## src/rtl/spi_seq_pkg.sv

```systemverilog
// Shared types and defaults for the SPI command sequencer.
package spi_seq_pkg;

   typedef enum logic {
      NOP_INFL = 1'b0,
      CMD_INFL = 1'b1
   } seq_state_e;

   typedef struct packed {
      logic       wr;
      logic [7:0] addr;
      logic [7:0] data;
   } cmd_t;

   typedef struct packed {
      logic       wr;
      logic [7:0] addr;
      logic [7:0] rdata;
      logic       err;
   } rsp_t;

   localparam logic [7:0] NOP_ADDR_DEF = 8'hFF;

endpackage

```

## src/rtl/spi_seq_fifo.sv

```systemverilog
// Synchronous FIFO with occupancy count; DEPTH must be a power of two so pointers wrap naturally.
module spi_seq_fifo #(
   parameter type T     = logic [7:0],
   parameter int  DEPTH = 4
) (
   input  logic                   clk,
   input  logic                   rst,
   input  logic                   push_valid,
   output logic                   push_ready,
   input  T                       push_data,
   output logic                   pop_valid,
   input  logic                   pop_ready,
   output T                       pop_data,
   output logic [$clog2(DEPTH):0] count
);

   localparam int AW = $clog2(DEPTH);

   T             mem [DEPTH];
   logic [AW-1:0] wr_ptr;
   logic [AW-1:0] rd_ptr;
   logic          do_push;
   logic          do_pop;

   assign push_ready = (count != (AW+1)'(DEPTH));
   assign pop_valid  = (count != '0);
   assign do_push    = push_valid && push_ready;
   assign do_pop     = pop_valid && pop_ready;
   assign pop_data   = mem[rd_ptr];

   always_ff @(posedge clk) begin
      if (rst) begin
         wr_ptr <= '0;
         rd_ptr <= '0;
         count  <= '0;
      end else begin
         if (do_push) wr_ptr <= wr_ptr + AW'(1);
         if (do_pop)  rd_ptr <= rd_ptr + AW'(1);
         case ({do_push, do_pop})
            2'b10:   count <= count + (AW+1)'(1);
            2'b01:   count <= count - (AW+1)'(1);
            default: count <= count;
         endcase
      end
   end

   always_ff @(posedge clk) begin
      if (do_push) mem[wr_ptr] <= push_data;
   end

endmodule

```

## src/rtl/spi_cmd_sequencer.sv

```systemverilog
// Feeds spi_intf one command per transaction (NOP when idle) and returns results through a response FIFO.
// Optional watchdog enabled by defining SPI_SEQ_WDOG_EN.
//
// state    | meaning
// NOP_INFL | controller is running a NOP read (result discarded)
// CMD_INFL | controller is running a real command held in spi_q
module spi_cmd_sequencer
   import spi_seq_pkg::*;
#(
   parameter int         CMD_DEPTH   = 4,
   parameter int         RSP_DEPTH   = 4,
   parameter logic [7:0] NOP_ADDR    = NOP_ADDR_DEF,
   parameter int         WDOG_CYCLES = 64
) (
   input  logic       clk,
   input  logic       rst,
   input  logic       cmd_valid,
   output logic       cmd_ready,
   input  logic       cmd_wr,
   input  logic [7:0] cmd_addr,
   input  logic [7:0] cmd_data,
   output logic       rsp_valid,
   input  logic       rsp_ready,
   output logic       rsp_wr,
   output logic [7:0] rsp_addr,
   output logic [7:0] rsp_rdata,
   output logic       rsp_err,
   output logic       spi_wr,
   output logic [7:0] spi_addr,
   output logic [7:0] spi_din,
   input  logic [7:0] spi_dout,
   input  logic       spi_done,
   input  logic       spi_err,
   output logic       busy,
   output logic       timeout
);

   localparam int CCW = $clog2(CMD_DEPTH) + 1;
   localparam int RCW = $clog2(RSP_DEPTH) + 1;

   seq_state_e     state, state_nxt;
   cmd_t           spi_q, spi_nxt;
   cmd_t           cmd_in, cmd_head;
   rsp_t           rsp_in, rsp_head;
   logic           cmd_head_valid;
   logic           cmd_pop;
   logic           rsp_push;
   logic           rsp_room;
   logic [CCW-1:0] cmd_count;
   logic [RCW-1:0] rsp_count;

   assign cmd_in = '{wr: cmd_wr, addr: cmd_addr, data: cmd_data};

   spi_seq_fifo #(.T(cmd_t), .DEPTH(CMD_DEPTH)) u_cmd_fifo (
      .clk        (clk),
      .rst        (rst),
      .push_valid (cmd_valid),
      .push_ready (cmd_ready),
      .push_data  (cmd_in),
      .pop_valid  (cmd_head_valid),
      .pop_ready  (cmd_pop),
      .pop_data   (cmd_head),
      .count      (cmd_count)
   );

   spi_seq_fifo #(.T(rsp_t), .DEPTH(RSP_DEPTH)) u_rsp_fifo (
      .clk        (clk),
      .rst        (rst),
      .push_valid (rsp_push),
      .push_ready (rsp_room),
      .push_data  (rsp_in),
      .pop_valid  (rsp_valid),
      .pop_ready  (rsp_ready),
      .pop_data   (rsp_head),
      .count      (rsp_count)
   );

   always_ff @(posedge clk) begin
      if (rst) begin
         state <= NOP_INFL;
         spi_q <= '{wr: 1'b0, addr: NOP_ADDR, data: 8'h00};
      end else begin
         state <= state_nxt;
         spi_q <= spi_nxt;
      end
   end

   // Issue check counts the same-cycle retire but not a same-cycle host pop,
   // so a running controller can never overfill the response FIFO.
   always_comb begin
      state_nxt      = state;
      spi_nxt        = spi_q;
      rsp_push       = 1'b0;
      cmd_pop        = 1'b0;
      rsp_in.wr      = spi_q.wr;
      rsp_in.addr    = spi_q.addr;
      rsp_in.rdata   = spi_q.wr ? 8'h00 : spi_dout;
      rsp_in.err     = spi_err;
      if (spi_done) begin
         rsp_push = (state == CMD_INFL) && rsp_room;
         if (cmd_head_valid &&
             (({1'b0, rsp_count} + (RCW+1)'(state == CMD_INFL)) < (RCW+1)'(RSP_DEPTH))) begin
            cmd_pop   = 1'b1;
            spi_nxt   = cmd_head;
            state_nxt = CMD_INFL;
         end else begin
            spi_nxt   = '{wr: 1'b0, addr: NOP_ADDR, data: 8'h00};
            state_nxt = NOP_INFL;
         end
      end
   end

   assign spi_wr    = spi_q.wr;
   assign spi_addr  = spi_q.addr;
   assign spi_din   = spi_q.data;
   assign rsp_wr    = rsp_head.wr;
   assign rsp_addr  = rsp_head.addr;
   assign rsp_rdata = rsp_head.rdata;
   assign rsp_err   = rsp_head.err;
   assign busy      = (state == CMD_INFL) || (cmd_count != '0);

`ifdef SPI_SEQ_WDOG_EN
   localparam int WW = $clog2(WDOG_CYCLES + 1);

   logic [WW-1:0] wdog_cnt;
   logic          timeout_q;

   always_ff @(posedge clk) begin
      if (rst) begin
         wdog_cnt  <= '0;
         timeout_q <= 1'b0;
      end else if (spi_done) begin
         wdog_cnt <= '0;
      end else if (wdog_cnt != WW'(WDOG_CYCLES)) begin
         wdog_cnt <= wdog_cnt + WW'(1);
         if (wdog_cnt == WW'(WDOG_CYCLES - 1)) timeout_q <= 1'b1;
      end
   end

   assign timeout = timeout_q;
`else
   assign timeout = 1'b0;
`endif

endmodule

```

## config.mk

```make
export PLATFORM = sky130hd
export DESIGN_NAME = spi_cmd_sequencer
export DESIGN_NICKNAME = d
export VERILOG_FILES = /design/src/rtl/spi_seq_pkg.sv /design/src/rtl/spi_seq_fifo.sv /design/src/rtl/spi_cmd_sequencer.sv
export SDC_FILE = /design/constraint.sdc
export NUM_CORES = 1
export LEC_CHECK = 0
export ABC_CLOCK_PERIOD_IN_PS = 2200
export CAP_MARGIN = 10
export CORE_UTILIZATION = 53
export CTS_BUF_LIST = sky130_fd_sc_hd__clkbuf_2 sky130_fd_sc_hd__clkbuf_4 sky130_fd_sc_hd__clkbuf_8
export DETAILED_ROUTE_END_ITERATION = 12
export GPL_TIMING_DRIVEN = 1
export HOLD_SLACK_MARGIN = 0.05
export MAX_ROUTING_LAYER = met4
export PLACE_DENSITY = 0.78
export SYNTH_ARGS = -nofsm -noshare
export SYNTH_HDL_FRONTEND = slang
export SYNTH_SLANG_ARGS = --single-unit
```

## constraint.sdc

```tcl
create_clock -name clk -period 2.2 [get_ports clk]
set_input_delay 0.44 -clock clk [delete_from_list [all_inputs] [get_ports clk]]
set_output_delay 0.44 -clock clk [all_outputs]
set_load 0.02 [all_outputs]
```

# After elaboration in Yosys (flattened, before gate mapping)
# Memory sizes are Yosys's and may differ from the RTL's. A register that Yosys moved wholly into a read port is not among the register bits.
# Index checks and enable logic that the tools add are counted.
word_totals:
  register_bits: 32
  ramBits: 140
  in_bits: 31
  output_inout_bits: 39
  wordCells: 54
  memories: 2
memory_table:
  columns: ["name", "depth", "width", "rd", "rd_clocked_by_memory_dff", "wr", "line_no", "text"]
  rows:
  - ["u_rsp_fifo.mem", 4, 18, 1, 1, 1, "spi_seq_fifo.sv:19", "T mem [DEPTH];"]
  - ["u_cmd_fifo.mem", 4, 17, 1, 1, 1, "spi_seq_fifo.sv:19", null]
op_classes:
  addsub: 9
  n_lt_le_gt_ge: 1
  n_eq_ne: 6
  muxes: 15
  n_reduce_logical: 11
op_table:
  columns: ["operator", "count"]
  rows:
  - ["17-bit 2-to-1 mux", 1]
  - ["3-bit one-hot mux with 2 select lines", 2]
  - ["2-bit by 1-bit adder with 2-bit output (second input constant)", 4]
  - ["2-bit 2-to-1 mux", 4]
  - ["8-bit 2-to-1 mux", 1]
  - ["1-bit 2-to-1 mux", 7]
  - ["3-bit by 1-bit adder with 3-bit output (second input constant)", 2]
  - ["1-bit logical AND", 6]
  - ["3-bit != test (second input constant)", 2]
  - ["3-bit nonzero test", 2]
  - ["3-bit by 1-bit subtractor with 3-bit output (second input constant)", 2]
  - ["3-bit by 1-bit adder with 4-bit output", 1]
  - ["2-bit by 1-bit equality test with 1-bit output (second input constant)", 2]
  - ["2-bit equality test (second input constant)", 2]
  - ["4-bit by 3-bit less-than comparator with 1-bit output (second input constant)", 1]
  - ["2-bit nonzero test", 2]
  - ["1-bit logical OR", 1]

# Longest topological paths before layout
# Gate-level depths: netlist of the first run.
depth:
  ltp_word: 8
  mapped_depth: 10
  ltp_nobuf: 9

# Hierarchy
# A second synthesis of the first run with hierarchy kept.
unflattened:
  hier_cells: 389
  hier_area_um2: 7021.7
by_module_without_submodules:
  columns: ["module", "instances", "cells_each", "area_each_um2", "seq_area_each_um2"]
  rows:
  - ["spi_seq_fifo at u_rsp_fifo", 1, 146, 3115.5, 2342.2]
  - ["spi_seq_fifo at u_cmd_fifo", 1, 141, 2969.1, 2222.1]
  - ["spi_cmd_sequencer", 1, 102, 937.1, 360.3]

# Least setup slack after synthesis of the first run
# No wires, ideal clock.
synth_timing:
  path_type: "register to register"
  startpoint: "reg u_cmd_fifo.count[2]"
  endpoint: "reg u_cmd_fifo.count[2]"
  setup_ns: 0.081
  arrival_ns: 2.024
  required_ns: 2.119
  setup_slack_ns: 0.096
  path_stages_with_launch: 9
  path_buffers: 1
  period_less_slack_ns: 2.104
  path_cell_list: "dfxtp_1 -> or3_1 -> nand3_1 -> buf_2 -> nor2_1 -> fa_1 -> nor4_1 -> nand2_1 -> a41oi_1"
synth_between:
  elab_chain_len: 7
  elab_cells_between_ends: 13
  classes_between: "add/sub: 2; eq/ne: 3; mux: 3; reduce/logical: 5"
synth_lines:
  columns: ["item", "line_no", "text"]
  rows:
  - ["from (decl)", "spi_seq_fifo.sv:14", "output logic [$clog2(DEPTH):0] count"]
  - ["from (signal assigned)", "spi_seq_fifo.sv:40", "2'b10: count <= count + (AW+1)'(1);"]
  - ["from (signal assigned)", "spi_seq_fifo.sv:41", "2'b01: count <= count - (AW+1)'(1);"]
  - ["from (signal assigned)", "spi_seq_fifo.sv:42", "default: count <= count;"]
  - ["3-bit nonzero test", "spi_seq_fifo.sv:26", "assign pop_valid = (count != '0);"]
  - ["1-bit logical AND", "spi_cmd_sequencer.sv:101", "if (cmd_head_valid &&"]
  - ["1-bit 2-to-1 mux", "spi_cmd_sequencer.sv:101", null]
  - ["1-bit 2-to-1 mux", "spi_cmd_sequencer.sv:99", "if (spi_done) begin"]
  - ["1-bit logical AND", "spi_seq_fifo.sv:28", "assign do_pop = pop_valid && pop_ready;"]
  - ["2-bit by 1-bit equality test with 1-bit output or 2-bit equality test (tied branches)", "spi_seq_fifo.sv:39", "case ({do_push, do_pop})"]
  - ["3-bit one-hot mux with 2 select lines or 2-bit nonzero test (tied branches)", null, null]
# Several ways; a longest one is shown, not always the timed one.
# A chain may end at the register's enable or synchronous reset.

==> out/metrics.csv, run 1 <==
stage,metric,value,unit
global_routing,first_global_vias,3669,
cells_and_area,diodes,0,
status,outcome,"finished, final reports clean",
setup_path,r2r-start,u_cmd_fifo.count[2]$_SDFFE_PP0P_,
clocking,clk_pin_slew,0.08,ns
sta,period_share,95.5,%
setup_path,slowest_delay,0.52,ns
synth,synth_area,6820,µm²
synth,synth_edf_count,140,
power_and_ir_drop,power.density,1020,nW/µm²
sta,finClkSkew,0.00898,ns
sta,finalHoldViolations,0,
clocking,clkLatencyLatePin,0.44,ns
floorplanning,coreArea,12600,µm²
global_routing,grt.total_usage,20.0,%
setup_path,cp-start-kind,flop,
floorplanning,start_util,54.2,%
routing,vias,3446,
sta,timing.fmax,476,MHz
global_routing,grt_pass1_wl,18500,µm
routing,wire_per_inst,17.6,µm
setup_path,critPathTopFamily,multiplexers,
cells_and_area,fillCellCount,851,
synth,netlist_top_cells_count,"edfxtp_1, dfxtp_1, mux4_2, nor2_1, nor2b_1",
place,io_buffers,68,
place,dp.cells,623,
floorplanning,dieArea,13300,µm²
setup_path,critPathCaptureType,primary output,
global_routing,antenna_found_initial,0,
synth,ys_ff_latch,176,
clocking,htreeDepth,4,
sta,setup_tns,0,ns
synth,yosysTopAreaCellShare,61.7,%
clocking,cts_buffers,17,
cells_and_area,area_growth,21.1,%
routing,vias_per_cell,5.25,
routing,drt_wl_total,11600,µm
place,place_congestion,0.762,
floorplanning,io_pins,70,
synth,synth_fp_nets,421,
synth,ys_seq_area_share,72.3,%
floorplanning,rows,41,
setup_path,critPathKind,flop to primary output,
cells_and_area,nets,513,
routing,final_antenna_net_count,0,
sta,period_needed,2.10,ns
floorplanning,dieWidth,115,µm
synth,synthTopCellsByArea,"edfxtp_1, mux4_2, dfxtp_1, nor2b_1, ha_1",
synth,synth_warnings,0,
place,hpwlAfterDp,7370,µm
global_routing,gr-total-overflow,0,
flow_run,max-cap-violations,0,
synth,avgSynthCellArea,18.0,µm²
synth,ys.flop_type,edfxtp_1,
sta,setup_viol_count_final,0,
clocking,cts_tree,done,
setup_path,worst_ep_arrival_time,1.66,ns
clocking,root_buffer,clkbuf_8,
cells_and_area,drive_above_1_share,25.6,%
routing,drt-pass1-iter-count,4,
worst_hold_path,hold_class,flop to flop,
power_and_ir_drop,irDropWorstVdd,0.000730,V
global_routing,grt_max_degree,19,
routing,drtIter0Drc,209,
setup_path,critPathBufInv,2,
cells_and_area,fin_cells,656,
floorplanning,die_y,115,µm
synth,yosysTopAreaCell,edfxtp_1,
sta,maxSlewViolCount,0,
synth,async_flop_share,0,%
clocking,clock_sinks,176,
setup_path,crit_required,1.76,ns
synth,synthMostInstantiatedCell,edfxtp_1,
synth,synth_cells,379,
clocking,cts.path.max_buffers,2,
routing,drc,0,
power_and_ir_drop,cellLeakagePower,2.76,nW
setup_path,critical_path.slowest_cell,mux4_2,
sta,rsz0062_at_grt,false,
setup_path,path_max_fanout,9,
worst_hold_path,hold_start,state$_SDFFE_PP0P_,
setup_path,crit_chain,buf_12 > mux4_2 > buf_2,
synth,synth_cell_types,38,
[cells by family after synthesis]
logic type / count (synthesis) / share of synthesized area (%)
flip-flops: 176 / 72.3
AO/OA/AOI/OAI: 30 / 2.83
XOR/XNOR: 8 / 1.41
multiplexers: 39 / 12.2
other: 1 / 0.0550
AND/OR/NAND/NOR: 80 / 6.28
adder cells (fa/ha/maj): 11 / 2.24
buffers and inverters: 34 / 2.70
[metrics by stage]
step	power, W	setup WS (ns)	instance area (µm²)	hold slack, ns	utilization, %
after global placement	0.00626	-0.0688	7890	0.492	62.8
after global routing	0.00881	0.0196	8250	0.552	65.7
after CTS	0.00854	-0.0373	8280	0.528	65.9
after floorplan	0.00555	0.0958	6820	0.472	-
final	0.00841	0.0986	8250	0.520	65.7
after detailed placement	0.00633	-0.134	7890	0.516	62.8
[layout make-up]
type	count	area (µm²)	share of cell area, %
Clock buffer	24	305	3.70
Clock inverter	8	104	1.26
Inverter	9	33.8	0.409
Multi-Input combinational cell	169	1710	20.8
Sequential cell	176	4930	59.7
Tap cell	172	215	2.61
Timing Repair Buffer	98	952	11.5
[layer usage]
layer  GRT usage, %  up-vias  part of all wire, %
met5              -        -                    0
met4           9.26        0                  1.2
met3           4.48       14                  5.1
met2           34.1       77                   53
met1           22.4     1732                   41
li1               -     1623                    -
[final timing paths]
check / to / slack (ns) / cells past startpoint
setup reg to reg: u_cmd_fifo.count[2]$_SDFFE_PP0P_ / 0.22 / 7
hold / removal: state$_SDFFE_PP0P_ / 0.52 / 2
hold reg to reg: state$_SDFFE_PP0P_ / 0.52 / 2
setup / recovery: rsp_addr[0] / 0.1 / 3
[worst register-to-register path: cells and delay by family (launching register included)]
kind	cells	cell delay, ns
AND/OR/NAND/NOR	5	0.98
adder cells (fa/ha/maj)	1	0.40
flip-flops	1	0.32
AO/OA/AOI/OAI	1	0.21
[sequential cells by signal (all words and copies together), names as in the netlist, named ones only]
signal / count
spi_addr: 8
u_rsp_fifo.mem: 72
u_rsp_fifo.rd_ptr: 2
state: 1
u_rsp_fifo.count: 3
spi_wr: 1
u_cmd_fifo.count: 3
spi_din: 8
u_cmd_fifo.mem: 68
u_rsp_fifo.wr_ptr: 2
u_cmd_fifo.rd_ptr: 2
u_cmd_fifo.wr_ptr: 2
[where the power goes]
| group | switching [W] | internal (W) | leakage, nW |
|---|---|---|---|
| registers | 0.000171 | 0.00394 | 1.55 |
| logic | 0.00104 | 0.00105 | 0.991 |
| clock network | 0.00105 | 0.00115 | 0.211 |
| total | 0.00226 | 0.00615 | 2.76 |
[repair_timing]
item / in CTS / in global routing
setup endpoints to repair: 20 / 13
hold buffers: 0 / 0
pin swaps: 0 / 0
endpoints found under the hold margin: 0 / 0
gates resized for setup: 80 / 4
gates cloned: 1 / 0
buffers inserted: 1 / 0
[cells in the final DEF (no fill, tap or decap), types with 2 or more instances in the layout]
cell type          n
buf_4             20
nor2b_1           19
nand2_1            5
and2_1             9
edfxtp_1         140
buf_2             17
o21ai_0            2
fa_1               2
clkinv_4           2
dlymetal6s2s_1     2
nor2_1            23
buf_12            10
ha_1               9
dfxtp_1           34
clkinv_2           2
nand3_1            4
a21oi_1           14
bufinv_16          2
clkbuf_8          20
or3_1              5
xor2_1             3
mux2i_1            3
xnor2_1            3
inv_1              9
mux4_2            35
clkdlybuf4s50_1   47
o22ai_1            8
clkbuf_4           4
nand2b_1          11
Note: power is estimated with default switching activity, not from simulation.
==> inputs of run 2 (changes only) <==
GPL_ROUTABILITY_DRIVEN = 0   (was default)
==> results of run 2 <==
The final DEF is identical to that of run 1; final timing and power are the same.
==> inputs of run 3 (changes only) <==
CORE_MARGIN = 8   (was default)
==> run 3 against run 2 <==
Effect of this change:
- global-route usage down 4.0 points
- combinational power about the same
- final cell count fell by 0.46%
- critical path depth unchanged
- cell area about the same
- via count up 1.9%
- total power increased by 1.1%
- highest routed layer unchanged
==> out/metrics.csv, run 3 (same netlist as run 1, synthesis figures left out) <==
stage,metric,value,unit,change
global_routing,first_global_vias,3759,,+2.5%
worst_hold_path,hold_depth,0,,-2
cells_and_area,drive_above_1_share,25.6,%,-0.048 points
setup_path,r2r_cells,7,,unchanged
setup_path,r2r-start,u_cmd_fifo.count[2]$_SDFFE_PP0P_,,
floorplanning,die_y,129,µm,+12%
global_routing,gr-total-overflow,0,,unchanged
clocking,root_buffer,clkbuf_8,,
floorplanning,rows,41,,unchanged
sta,period_needed,2.12,ns,+0.0188 ns
status,outcome,"finished, final reports clean",,
sta,timing.fmax,472,MHz,-0.89%
routing,drt-pass1-iter-count,4,,unchanged
floorplanning,io_pins,70,,unchanged
cells_and_area,regMostFlops,u_rsp_fifo.mem,,
clocking,htreeDepth,4,,unchanged
sta,rsz0062_at_grt,false,,
clocking,postCtsSetupRepairBufs,0,,-1
worst_hold_path,hold_class,flop to flop,,
sta,finClkSkew,0.0132,ns,+0.00424 ns
power_and_ir_drop,cellLeakagePower,2.74,nW,-0.50%
routing,drt_wl_total,12300,µm,+6.4%
clocking,cts_tree,done,,
floorplanning,start_util,54.2,%,unchanged
sta,maxSlewViolCount,0,,unchanged
clocking,postCtsHoldBufs,0,,unchanged
cells_and_area,area_growth,21.2,%,about the same
clocking,clk_pin_slew,0.09,ns,about the same
place,io_buffers,68,,unchanged
routing,drtIter0Drc,204,,-2.4%
cells_and_area,diodes,0,,unchanged
cells_and_area,largest_reg_flops,72,,unchanged
cells_and_area,fillCellCount,849,,-0.24%
setup_path,critPathKind,flop to primary output,,
setup_path,cp-start-kind,flop,,
global_routing,antenna_found_initial,0,,unchanged
place,dp_slack,-0.181,ns,-0.0474 ns
place,hpwlAfterDp,8000,µm,+8.5%
setup_path,critPathTopFamily,multiplexers,,
setup_path,crit_required,1.76,ns,about the same
setup_path,path_max_fanout,9,,unchanged
power_and_ir_drop,irDropWorstVdd,0.000756,V,+3.5%
worst_hold_path,hold_start,spi_addr[0]$_SDFFE_PP1P_,,
global_routing,grt.total_usage,16.0,%,-4.0 points
setup_path,critPathBufInv,2,,unchanged
floorplanning,coreArea,12600,µm²,unchanged
setup_path,critical_path.slowest_cell,mux4_2,,
cells_and_area,nets,510,,-0.58%
global_routing,grt_max_degree,19,,unchanged
floorplanning,dieWidth,129,µm,+12%
cells_and_area,final_util,65.7,%,about the same
cells_and_area,top_regs,"u_rsp_fifo.mem: 72 flops, u_cmd_fifo.mem: 68 flops",,
routing,drc,0,,unchanged
clocking,clock_sinks,176,,unchanged
sta,worst_slack,0.0798,ns,-0.0188 ns
setup_path,critPathCaptureType,primary output,,
routing,vias,3512,,+1.9%
cells_and_area,final_common_cell,edfxtp_1,,
clocking,clkLatencyLatePin,0.43,ns,about the same
routing,vias_per_cell,5.38,,+2.4%
routing,wire_per_inst,18.8,µm,+6.9%
worst_hold_path,holdPathEnd,u_rsp_fifo.mem[2][9]$_DFFE_PP_,,
sta,setup_viol_count_final,0,,unchanged
clocking,cts_buffers,17,,unchanged
setup_path,rrSetupSlack,0.10,ns,-0.12 ns
setup_path,slowest_delay,0.52,ns,about the same
cells_and_area,final_cell_mix,"edfxtp_1, clkdlybuf4s50_1, mux4_2, dfxtp_1, nor2_1",,
setup_path,crit_chain,buf_12 > mux4_2 > buf_2,,
setup_path,worstReg2RegEnd,u_cmd_fifo.count[2]$_SDFFE_PP0P_,,
flow_run,max-cap-violations,0,,unchanged
floorplanning,dieArea,16700,µm²,+26%
power_and_ir_drop,power.density,1030,nW/µm²,+1.0%
global_routing,grt_pass1_wl,19600,µm,+5.7%
sta,period_share,96.4,%,+0.86 points
setup_path,worst_ep_arrival_time,1.68,ns,+0.02 ns
routing,final_antenna_net_count,0,,unchanged
clocking,cts.path.max_buffers,2,,unchanged
sta,finalHoldViolations,0,,unchanged
==> run 3: cell count changes in the layout (fill, tap and decap cells not counted), moves of 2 or more <==
cell | before | now
dlymetal6s2s_1 | 2 | 0
buf_4 | 20 | 17
inv_4 | 0 | 3
clkbuf_4 | 4 | 1
==> run 3: per-layer routing <==
layer | up-vias | global-route usage (%) | part of all wire, %
li1 | 1609 | - | -
met1 | 1810 | 17.4 | 40
met2 | 84 | 28.0 | 53
met3 | 9 | 4.35 | 5.4
met4 | 0 | 5.25 | 0.90
met5 | - | - | 0
==> run 3: worst reg2reg max path, stage by stage, from the launching register on <==
cell	delay, ns
dfxtp_2	0.37
or3_1	0.41
nand3_1	0.12
nor2_1	0.06
fa_1	0.41
nor4_1	0.35
nand2_1	0.11
a41oi_1	0.20
==> run 3: layout make-up <==
| class | count | area [µm²] | share of cell area, % |
|---|---|---|---|
| Sequential cell | 176 | 4930 | 59.7 |
| Multi-Input combinational cell | 169 | 1710 | 20.8 |
| Timing Repair Buffer | 95 | 941 | 11.4 |
| Clock buffer | 20 | 269 | 3.26 |
| Tap cell | 172 | 215 | 2.61 |
| Clock inverter | 12 | 154 | 1.86 |
| Inverter | 9 | 33.8 | 0.409 |
==> run 3: power by group <==
| group | leakage, nW | internal, W | switching [W] | total (W) |
|---|---|---|---|---|
| logic | 0.967 | 0.00103 | 0.00103 | 0.00206 |
| clock network | 0.222 | 0.00120 | 0.00109 | 0.00229 |
| registers | 1.55 | 0.00394 | 0.000200 | 0.00414 |
==> run 3: repair_timing <==
action,in CTS,in global routing
gates resized for setup,79,5
cloned,1,0
endpoints found under the setup margin,21,13
==> run 3: how the worst max path moves through the flow <==
stage,depth (start not counted),slack (ns),to,start
detailed placement,10,-0.18,u_rsp_fifo.count[2]$_SDFFE_PP0P_,spi_done
floorplan,8,0.1,u_cmd_fifo.count[2]$_SDFFE_PP0P_,u_cmd_fifo.count[2]$_SDFFE_PP0P_
finish,3,0.08,rsp_addr[1],flop
CTS,3,-0.04,rsp_rdata[2],flop
global route,3,0.002,rsp_addr[1],flop
global placement,10,-0.07,u_rsp_fifo.count[2]$_SDFFE_PP0P_,spi_done
==> run 3: through the flow <==
stage / hold WS, ns / power (W) / area (µm²) / instances / TNS [ns]
global route: 0.530 / 0.00888 / 8260 / 653 / 0
global placement: 0.490 / 0.00625 / 7880 / 620 / -0.0706
finish: 0.523 / 0.00850 / 8260 / 653 / 0
CTS: 0.520 / 0.00857 / 8260 / 653 / -0.303
floorplan: 0.472 / 0.00555 / 6820 / 379 / 0
detailed placement: 0.506 / 0.00632 / 7880 / 620 / -0.286
